==> src/rtl/mu0_pkg.sv <==
`default_nettype none
// ============================================================================
//  Module      : mu0_pkg
//  Description : Shared MU0 definitions: bus widths, opcode constants used
//                when building program images, and the boot-loader state enum.
//  Revision    : 1.0  initial release
// ============================================================================
package mu0_pkg;

    localparam int MU0_ADDR_W = 12;
    localparam int MU0_DATA_W = 16;

    // MU0 opcodes occupy the top nibble of each instruction word
    localparam logic [3:0] OP_LDA = 4'h0;
    localparam logic [3:0] OP_STO = 4'h1;
    localparam logic [3:0] OP_ADD = 4'h2;
    localparam logic [3:0] OP_SUB = 4'h3;
    localparam logic [3:0] OP_JNE = 4'h6;
    localparam logic [3:0] OP_STP = 4'h7;

    typedef enum logic [2:0] {
        ST_IDLE    = 3'd0,
        ST_WRITE   = 3'd1,
        ST_VERIFY  = 3'd2,
        ST_CHECK   = 3'd3,
        ST_RELEASE = 3'd4,
        ST_RUN     = 3'd5,
        ST_FAIL    = 3'd6
    } loader_state_t;

endpackage
`default_nettype wire

==> src/rtl/mu0_loader_checksum.sv <==
`default_nettype none
// ============================================================================
//  Module      : mu0_loader_checksum
//  Description : Clear/accumulate running sum, modulo 2^DATA_W (carries
//                discarded). Used for both the write and readback sums.
//  Revision    : 1.0  initial release
// ============================================================================
module mu0_loader_checksum #(
    parameter int DATA_W = 16
) (
    input  logic              clk,
    input  logic              rst,
    input  logic              clear,
    input  logic              acc_en,
    input  logic [DATA_W-1:0] data_in,
    output logic [DATA_W-1:0] sum
);

    // Running sum; clear has priority over accumulate
    always_ff @(posedge clk or posedge rst) begin
        if (rst) begin
            sum <= '0;
        end else if (clear) begin
            sum <= '0;
        end else if (acc_en) begin
            sum <= sum + data_in;
        end
    end

endmodule
`default_nettype wire

==> src/rtl/mu0_loader.sv <==
`default_nettype none
// ============================================================================
//  Module      : mu0_loader
//  Description : MU0 boot loader. Takes a valid/ready program stream, writes
//                it to memory over the MU0 bus while holding the core in
//                reset, optionally verifies it by readback checksum, then
//                hands the bus back and releases the core.
//  Options     : MU0_LOADER_VERIFY_EN - build the VERIFY/CHECK readback pass
//  Revision    : 1.0  initial release
// ============================================================================
module mu0_loader
    import mu0_pkg::*;
#(
    parameter int ADDR_W    = MU0_ADDR_W,
    parameter int DATA_W    = MU0_DATA_W,
    parameter int BASE_ADDR = 0,
    parameter int MAX_WORDS = 32
) (
    input  logic              clk,
    input  logic              rst,
    input  logic              in_valid,
    output logic              in_ready,
    input  logic [DATA_W-1:0] in_word,
    input  logic              in_last,
    input  logic [DATA_W-1:0] mem_rdata,
    output logic [DATA_W-1:0] out_data,
    output logic [ADDR_W-1:0] out_address,
    output logic              memrq,
    output logic              rnw,
    output logic              bus_own,
    output logic              cpu_rst_n,
    output logic              done,
    output logic              error
);

    localparam int               CNT_W   = $clog2(MAX_WORDS + 1);
    localparam logic [CNT_W-1:0] MAX_CNT = CNT_W'(MAX_WORDS);
    localparam logic [ADDR_W-1:0] BASE   = ADDR_W'(BASE_ADDR);

    loader_state_t     state;
    loader_state_t     state_nxt;
    logic              wr_pend;   // a word is held and is written this cycle
    logic              last_q;
    logic [DATA_W-1:0] word_q;
    logic [CNT_W-1:0]  count;
    logic              accept;

    assign accept   = in_valid && in_ready;
    assign out_data = word_q;
    assign error    = (state == ST_FAIL);

`ifdef MU0_LOADER_VERIFY_EN
    logic [CNT_W-1:0]  rd_idx;
    logic              rd_pend;   // read issued last cycle, data on mem_rdata now
    logic              rd_issue;
    logic [DATA_W-1:0] wr_sum;
    logic [DATA_W-1:0] rd_sum;

    assign rd_issue = (state == ST_VERIFY) && (rd_idx != count);

    // Readback address pointer and one-cycle read-data pipeline flag
    always_ff @(posedge clk or posedge rst) begin
        if (rst) begin
            rd_idx  <= '0;
            rd_pend <= 1'b0;
        end else begin
            rd_pend <= rd_issue;
            if (rd_issue) begin
                rd_idx <= rd_idx + 1'b1;
            end
        end
    end

    mu0_loader_checksum #(.DATA_W(DATA_W)) u_wr_sum (
        .clk     (clk),
        .rst     (rst),
        .clear   (state == ST_IDLE),
        .acc_en  ((state == ST_WRITE) && wr_pend),
        .data_in (word_q),
        .sum     (wr_sum)
    );

    mu0_loader_checksum #(.DATA_W(DATA_W)) u_rd_sum (
        .clk     (clk),
        .rst     (rst),
        .clear   (state == ST_IDLE),
        .acc_en  (rd_pend),
        .data_in (mem_rdata),
        .sum     (rd_sum)
    );
`else
    logic unused_rdata;
    assign unused_rdata = ^mem_rdata;
`endif

    // State register
    always_ff @(posedge clk or posedge rst) begin
        if (rst) begin
            state <= ST_IDLE;
        end else begin
            state <= state_nxt;
        end
    end

    // Stream capture and word counter; an overflow word is never captured
    always_ff @(posedge clk or posedge rst) begin
        if (rst) begin
            wr_pend <= 1'b0;
            last_q  <= 1'b0;
            word_q  <= '0;
            count   <= '0;
        end else if (state == ST_WRITE) begin
            if (wr_pend) begin
                wr_pend <= 1'b0;
                count   <= count + 1'b1;
            end else if (accept && (count != MAX_CNT)) begin
                wr_pend <= 1'b1;
                word_q  <= in_word;
                last_q  <= in_last;
            end
        end
    end

    // Next state and bus/handshake outputs
    always_comb begin
        state_nxt   = state;
        in_ready    = 1'b0;
        memrq       = 1'b0;
        rnw         = 1'b1;
        out_address = BASE;
        bus_own     = 1'b1;
        cpu_rst_n   = 1'b0;
        done        = 1'b0;
        case (state)
            ST_IDLE: begin
                state_nxt = ST_WRITE;
            end
            ST_WRITE: begin
                if (wr_pend) begin
                    memrq       = 1'b1;
                    rnw         = 1'b0;
                    out_address = BASE + ADDR_W'(count);
                    if (last_q) begin
`ifdef MU0_LOADER_VERIFY_EN
                        state_nxt = ST_VERIFY;
`else
                        state_nxt = ST_RELEASE;
`endif
                    end
                end else begin
                    in_ready = 1'b1;
                    if (in_valid && (count == MAX_CNT)) begin
                        state_nxt = ST_FAIL;
                    end
                end
            end
`ifdef MU0_LOADER_VERIFY_EN
            ST_VERIFY: begin
                if (rd_issue) begin
                    memrq       = 1'b1;
                    out_address = BASE + ADDR_W'(rd_idx);
                end else begin
                    // last read data is being summed this cycle
                    state_nxt = ST_CHECK;
                end
            end
            ST_CHECK: begin
                state_nxt = (wr_sum == rd_sum) ? ST_RELEASE : ST_FAIL;
            end
`endif
            ST_RELEASE: begin
                bus_own   = 1'b0;
                state_nxt = ST_RUN;
            end
            ST_RUN: begin
                bus_own   = 1'b0;
                cpu_rst_n = 1'b1;
                done      = 1'b1;
            end
            ST_FAIL: begin
                bus_own = 1'b0;
            end
            default: begin
                state_nxt = ST_IDLE;
            end
        endcase
    end

endmodule
`default_nettype wire

==> config.mk <==
export PLATFORM = sky130hd
export DESIGN_NAME = mu0_loader
export DESIGN_NICKNAME = d
export VERILOG_FILES = /design/src/rtl/mu0_pkg.sv /design/src/rtl/mu0_loader_checksum.sv /design/src/rtl/mu0_loader.sv
export SDC_FILE = /design/constraint.sdc
export NUM_CORES = 1
export LEC_CHECK = 0
export CORE_MARGIN = 2
export CORE_UTILIZATION = 30
export CTS_CLUSTER_SIZE = 30
export DETAILED_ROUTE_END_ITERATION = 8
export SLEW_MARGIN = 30
export SYNTH_ARGS = -nofsm -noshare
export SYNTH_HDL_FRONTEND = slang
export SYNTH_SLANG_ARGS = --single-unit
==> constraint.sdc <==
create_clock -name clk -period 3.8 [get_ports clk]
set_input_delay 0.95 -clock clk [delete_from_list [all_inputs] [get_ports clk]]
set_output_delay 0.95 -clock clk [all_outputs]
set_load 0.03 [all_outputs]
# Yosys cells after proc, flatten, opt, wreduce, memory -nomap -nowiden
# Index checks and enable logic that the tools add are counted.
dict set report totals {
  register_bits 27
  latch_bits 0
  ramBits 0
  rom_bits 0
  out_inout_bits 35
  elab_cells 40
  memories 0
}
dict set report classes {
  addsub 1
  mul 0
  div_mod_pow 0
  magnitude_cmp 0
  eq_ne 8
  n_shift 0
  mux 15
  bitwise 2
  n_reduce_logical 9
}
# op count
set ops {}
lappend ops {{6-bit two-way mux} 2}
lappend ops {{3-bit one-hot mux with 4 select lines} 1}
lappend ops {{3-bit == test (second input constant)} 3}
lappend ops {{1-bit two-way mux} 9}
lappend ops {{3-bit two-way mux} 3}
lappend ops {{6-bit by 1-bit adder with 6-bit output (second input constant)} 1}
lappend ops {{6-bit == test (second input constant)} 1}
lappend ops {{6-bit inequality test (second input constant)} 1}
lappend ops {{3-bit AND reduction} 2}
lappend ops {{3-bit by 1-bit == test with 1-bit output (second input constant)} 1}
lappend ops {{1-bit logical AND} 3}
lappend ops {{3-bit zero test} 1}
lappend ops {{3-bit by 2-bit inequality test with 1-bit output (second input constant)} 1}
lappend ops {{3-bit inequality test (second input constant)} 1}
lappend ops {{3-bit OR reduction} 1}
lappend ops {{1-bit NOT} 2}
lappend ops {{2-bit AND reduction} 1}
lappend ops {{2-bit OR reduction} 1}

# Longest topological paths before layout
# Gate-level depths: netlist of the first run.
dict set report depth {
  depth_word 6
  depth_mapped 6
}

# Least setup slack after synthesis of the first run
# OpenSTA, ideal clock, no wires.
dict set report synth_path {
  kind {register -> output}
  start {reg state[2]}
  end {out out_address[0]}
  t_arrival_ps 2022
  t_required_ps 2850
  path_slack_ps 828
  path_stages_with_launch 5
  path_buffers 1
  cell_sequence {dfrtp_1 > and4bb_2 > clkbuf_1 > inv_1 > nor2_1}
}
dict set report synth_between {
  elab_chain_len 2
}
# item line
set synth_lines {}
lappend synth_lines {{from (decl)} mu0_loader.sv:40} ;# loader_state_t state;
lappend synth_lines {{from (signal assigned)} mu0_loader.sv:101} ;# state <= state_nxt;
lappend synth_lines {{3-bit by 1-bit == test with 1-bit output} mu0_loader.sv:134} ;# case (state)
lappend synth_lines {{6-bit two-way mux} mu0_loader.sv:134}
lappend synth_lines {{to (decl)} mu0_loader.sv:27} ;# output logic [ADDR_W-1:0] out_address,
# Every way passes these cells.

# Final worst setup path of the first run
dict set report layout_path {
  start {reg state[2]}
  end {out out_address[1]}
}
# The elaborated chain is that of the path after synthesis.

==> results.json, run 1 <==
{
  "fin_crit_sh_pct": 80.9,
  "synth_top_family_by_area": "multiplexers",
  "remaining_drc_errors": 0,
  "cap_violations": 0,
  "portBuffers": 48,
  "nets": 188,
  "wl_per_cell_um": 13.4,
  "track_usage_pct": 10.9,
  "yosys-top-cells-area": "dfrtp_1, mux2_4, mux2_2",
  "core_region_area_um2": 4090,
  "rows": 23,
  "cts_setup_buffers": 0,
  "path_cells": "and4bb_2 > inv_1 > nor2_1 > clkdlybuf4s50_1",
  "holdPathStages": 1,
  "r2r_cells": 3,
  "synth-adder-area-share_pct": 1.93,
  "initial_core_util_pct": 31.8,
  "grt_pass1_vias": 884,
  "synth_top_cell_by_area": "dfrtp_1",
  "outcome": "completed",
  "yosysWarnings": 0,
  "cts_tree": "done",
  "fp.dieW_um": 69.8,
  "p_leak_nw": 0.847,
  "via_per_inst": 4.52,
  "rsz0062_at_grt": "false",
  "drtPass1Iterations": 4,
  "grt_pass1_wl_mm": 4.37,
  "ys.flop_type": "dfrtp_1",
  "min_from": "count[5]",
  "synthMuxAreaShare_pct": 17.3,
  "hold_violations": 0,
  "synth-xor-area-share_pct": 3.37,
  "antenna_left": 0,
  "htree_levels": 1,
  "grt_max_degree": 28,
  "syn2layout_area_growth_pct": 40.8,
  "cts_resized": 0,
  "synthSimpleGateAreaFrac_pct": 12.4,
  "dp_slack_ns": 1.02,
  "path_clk_slew_ns": 0.09,
  "finalWorstSetupSlack_ns": 0.728,
  "r2r_end": "out_data[10]",
  "cts_root_buf": "clkbuf_8",
  "place_inst": 195,
  "reg2reg_from": "count[2]",
  "startpoint_type": "flop",
  "startpoint": "state[2]",
  "slew_violations": 0,
  "gr-total-overflow": 0,
  "p_per_area_nw_per_um2": 262,
  "slew_headroom_pct": 49.7,
  "numClockSinks": 27,
  "holdPathEnd": "count[5]",
  "synthesis.area_um2": 1300,
  "setup_violations": 0,
  "cts_hold_buf": 0,
  "worstSetupPathType": "reg2out",
  "fin_tns_setup_ns": 0,
  "avgSynthCellArea_um2": 12.9,
  "worst_pin_slew_ns": 0.750,
  "fin_cells": 199,
  "skew_ns": 0.00536,
  "path_max_fanout": 13,
  "worstHoldPathType": "reg2reg",
  "post-dp-hpwl_mm": 1.92,
  "yosysUniqueCellTypes": 27,
  "max_freq_mhz": 325,
  "place_congestion": 0.745,
  "dr_total_vias": 900,
  "critical_path_required_ns": 2.85,
  "n_antenna_cell": 0,
  "io_pins": 71,
  "drt_iter0_markers": 38,
  "cts_made_buffers": 3,
  "crit_path_end_kind": "output port",
  "worstPathArrival_ns": 2.12,
  "cp_slowest_cell": "clkdlybuf4s50_1",
  "grt_antenna_before_repair": 0,
  "max_stage_delay_ns": 0.67,
  "synth_edf_count": 0,
  "irDropWorstVdd_v": 0.000106,
  "r2r_setup_slack_ns": 1.74,
  "synth_compound_area_share_pct": 5.30,
  "fin_crit_ns": 3.07,
  "post-synth-top-count-cell": "dfrtp_1",
  "clock_latency_ns": 0.26,
  "wl_mm": 2.67,
  "total_power_mw": 0.479,
  "die-area_um2": 4870,
  "synth_top_area_share_pct": 52.0,
  "holdWs_ns": 0.500,
  "async_flop_share_pct": 100,
  "synthCells": 101,
  "ctsLongestPathBuffers": 2,
  "fp.dieH_um": 69.8,
  "yosys_register_bits": 27,
  "drive_gt1_share_pct": 18.8,
  "yosysSeqAreaShare_pct": 52.0,
  "netlist_top_cells_count": "dfrtp_1, mux2_4, mux2_2"
}
-- metal layers --
layer | up-vias | share of wire [%] | GRT usage, %
met5 | - | 0 | 0
met4 | 0 | 0 | 1.92
met3 | 0 | 6.2 | 2.18
met2 | 33 | 46 | 17.0
met1 | 443 | 48 | 15.8
li1 | 424 | - | -
-- cell usage in the layout, fill, tap and decap left out, types with 2 or more instances in the layout --
cell | synthesis | final
mux2_4 | 9 | 9
nand4_1 | 3 | 3
nor2_1 | 4 | 4
nor2b_1 | 2 | 2
inv_1 | 5 | 4
xnor2_1 | 5 | 5
clkdlybuf4s50_1 | 0 | 48
ha_1 | 2 | 2
nand2_1 | 6 | 6
o21ai_0 | 3 | 3
dfrtp_1 | 27 | 27
and2_1 | 4 | 4
clkbuf_8 | 0 | 3
mux2_2 | 8 | 8
conb_1 | 1 | 6
a21oi_1 | 3 | 3
-- critical path: cells and delay by family (launching register included) --
kind / cells / cell delay (ns)
buffers and inverters: 2 / 0.78
DFF: 1 / 0.47
and+or+nand+nor: 2 / 0.60
-- metrics by stage --
step / util (%) / area [um2]
after CTS: 44.8 / 1830
after global routing: 44.8 / 1830
final: 44.8 / 1830
after global placement: 43.7 / 1780
after floorplan: - / 1320
after detailed placement: 43.7 / 1780
-- cell families (layout without fill, tap and decap cells) --
kind of cell,after synthesis,in the layout
and+or+nand+nor,26,26
AOI/OAI and AO/OA,9,9
xor gates and xnor gates,5,5
DFF,27,27
other,1,6
buffers and inverters,14,57
adders and majority gates,2,2
muxes,17,17
-- worst max-delay path by stage --
| stage | end | slack (ns) | depth (start not counted) |
|---|---|---|---|
| global route | out_address[1] | 0.61 | 4 |
| global placement | out_address[1] | 1.06 | 4 |
| CTS | out_address[1] | 0.71 | 4 |
| floorplan | out_address[0] | 0.83 | 4 |
| finish | out_address[1] | 0.73 | 4 |
| detailed placement | out_address[1] | 1.02 | 4 |
-- area by class of cell --
type / instances / area, um2
clock buffer: 4 / 45.0
tap: 50 / 62.6
multi-input combinational: 65 / 547
fill: 383 / 2260
timing repair buffer: 48 / 480
sequential: 27 / 676
inverter: 5 / 18.8
-- where the power goes --
| part | total [mW] | switching (mW) | internal [mW] | leakage, nW |
|---|---|---|---|---|
| registers | 0.287 | 0 | 0.287 | 0.362 |
| clock network | 0.159 | 0.0838 | 0.0749 | 0.0228 |
| logic | 0.0335 | 0.0161 | 0.0174 | 0.463 |
| total | 0.479 | 0.0998 | 0.379 | 0.847 |
-- state kept, by name, indices dropped and copies added (netlist names) --
name	flops
state	3
count	6
wr_pend	1
last_q	1
out_data	16
Note: power is estimated with default switching activity, not from simulation.
==> run 2, diff against run 1 <==
==> constraint.sdc (replaced) <==
create_clock -name clk -period 3.1 [get_ports clk]
set_input_delay 0.775 -clock clk [delete_from_list [all_inputs] [get_ports clk]]
set_output_delay 0.775 -clock clk [all_outputs]
set_load 0.03 [all_outputs]
==> run 2 against run 1 <==
Net effect:
- wire length decreased by 3.9%
- non-clock buffer count grew 1
- final cell count increased by 0.50%
- clock power rose by 23%
- sequential cell count is the same
- global-route usage shrank 0.14 points
- largest power group unchanged
==> results.json, run 2 (synthesized netlist as in run 1, its figures left out) <==
{
  "slew_violations": 0,
  "htree_levels": 1,
  "path_clk_slew_ns": 0.09,
  "crit_path_end_kind": "output port",
  "worstPathArrival_ns": 2.11,
  "startpoint_type": "flop",
  "rsz0062_at_grt": "false",
  "hold_violations": 0,
  "ctsLongestPathBuffers": 2,
  "n_antenna_cell": 0,
  "critical_path_required_ns": 2.32,
  "cts_made_buffers": 3,
  "place_congestion": 0.736,
  "wl_mm": 2.57,
  "layout.cells.most_common_list": "clkdlybuf4s50_1, dfrtp_1, mux2_4",
  "register_area_um2": 676,
  "nets": 189,
  "fin_crit_sh_pct": 93.0,
  "via_per_inst": 4.41,
  "gr-total-overflow": 0,
  "slew_headroom_pct": 49.6,
  "cts_resized": 0,
  "irDropWorstVdd_v": 0.000208,
  "fp.dieH_um": 69.8,
  "portBuffers": 48,
  "core_region_area_um2": 4090,
  "numClockSinks": 27,
  "grt_antenna_before_repair": 0,
  "grt_pass1_vias": 881,
  "die-area_um2": 4870,
  "num-fill-cells": 380,
  "grt_pass1_wl_mm": 4.27,
  "outcome": "completed",
  "cap_violations": 0,
  "wl_per_cell_um": 12.8,
  "multi_input_area_um2": 547,
  "worstHoldPathType": "reg2reg",
  "holdWs_ns": 0.496,
  "worstSetupPathType": "reg2out",
  "cts_tree": "done",
  "drtPass1Iterations": 4,
  "track_usage_pct": 10.8,
  "fin_crit_ns": 2.88,
  "fp.dieW_um": 69.8,
  "design_area_um2": 1840,
  "path_max_fanout": 13,
  "fin_tns_setup_ns": 0,
  "post-dp-hpwl_mm": 1.90,
  "io_pins": 71,
  "initial_core_util_pct": 31.8,
  "cts_hold_buf": 0,
  "largest_reg_flops": 16,
  "rows": 23,
  "final_common_cell": "clkdlybuf4s50_1",
  "dr_total_vias": 881,
  "max_freq_mhz": 347,
  "remaining_drc_errors": 0,
  "grt_max_degree": 22,
  "place_area_um2": 1790,
  "drive_gt1_share_pct": 19.3,
  "setup_violations": 0,
  "p_per_area_nw_per_um2": 320,
  "syn2layout_area_growth_pct": 41.7,
  "p_leak_nw": 0.852,
  "worst_pin_slew_ns": 0.756,
  "clock_latency_ns": 0.27,
  "cts_setup_buffers": 0,
  "cts_root_buf": "clkbuf_8",
  "drt_iter0_markers": 18,
  "antenna_left": 0,
  "skew_ns": 0.00281
}
## run 2: worst max-delay path, stage by stage (launching register included)
cell and delay, ns:
dfrtp_1 0.47, and4bb_2 0.49, inv_1 0.11, nor2_1 0.10, clkdlybuf4s50_1 0.67
## run 2: path summary, 6_finish.rpt
path,start,to,slack [ns],cells after the start
max,state[2],out_address[0],0.22,4
max in group asynchronous,rst,state[1],1.56,3
min in group asynchronous,rst,out_data[6],0.95,2
min reg2reg,count[5],count[5],0.50,1
min,count[5],count[5],0.50,1
max reg2reg,count[2],out_data[10],1.05,3
## run 2: metal layers
| metal | part of all wire, % | GRT usage [%] | vias to the layer above |
|---|---|---|---|
| met1 | 46 | 14.3 | 421 |
| met4 | 0 | 0.641 | 0 |
| met3 | 8.0 | 3.92 | 0 |
| met5 | 0 | 0 | - |
| li1 | - | - | 425 |
| met2 | 46 | 17.7 | 35 |
## run 2: per-stage QoR
step | utilization, % | setup slack (ns) | power, mW | cells
2_1_floorplan | - | 0.303 | 0.380 | 106
3_3_place_gp | 43.8 | 0.544 | 0.401 | 196
3_5_place_dp | 43.8 | 0.496 | 0.401 | 196
4_1_cts | 45.0 | 0.173 | 0.601 | 200
5_1_grt | 45.0 | 0.0609 | 0.621 | 200
6_report | 45.0 | 0.217 | 0.589 | 200
## run 2: power breakdown
group / leakage (nW) / internal, mW / switching [mW]
sequential: 0.362 / 0.352 / 0
combinational: 0.469 / 0.0221 / 0.0199
clock: 0.0217 / 0.0910 / 0.104
total: 0.852 / 0.465 / 0.124
## run 2: layout make-up
type                    count  area share, %
flip-flops and latches     27           36.7
multi-input cells          65           29.7
repair buffers             49           26.5
well taps                  50           3.40
clock buffers               3           2.24
inverters                   5           1.02
clock inverters             1          0.408
==> run 3, diff against run 2 <==
--- a/config.mk
+++ b/config.mk
@@ -5,6 +5,7 @@
 export SDC_FILE = /design/constraint.sdc
 export NUM_CORES = 1
 export LEC_CHECK = 0
+export CAP_MARGIN = 20
 export CORE_MARGIN = 2
 export CORE_UTILIZATION = 30
 export CTS_CLUSTER_SIZE = 30
==> results of run 3 <==
No change in the layout: final DEF, timing and power equal those of run 2.
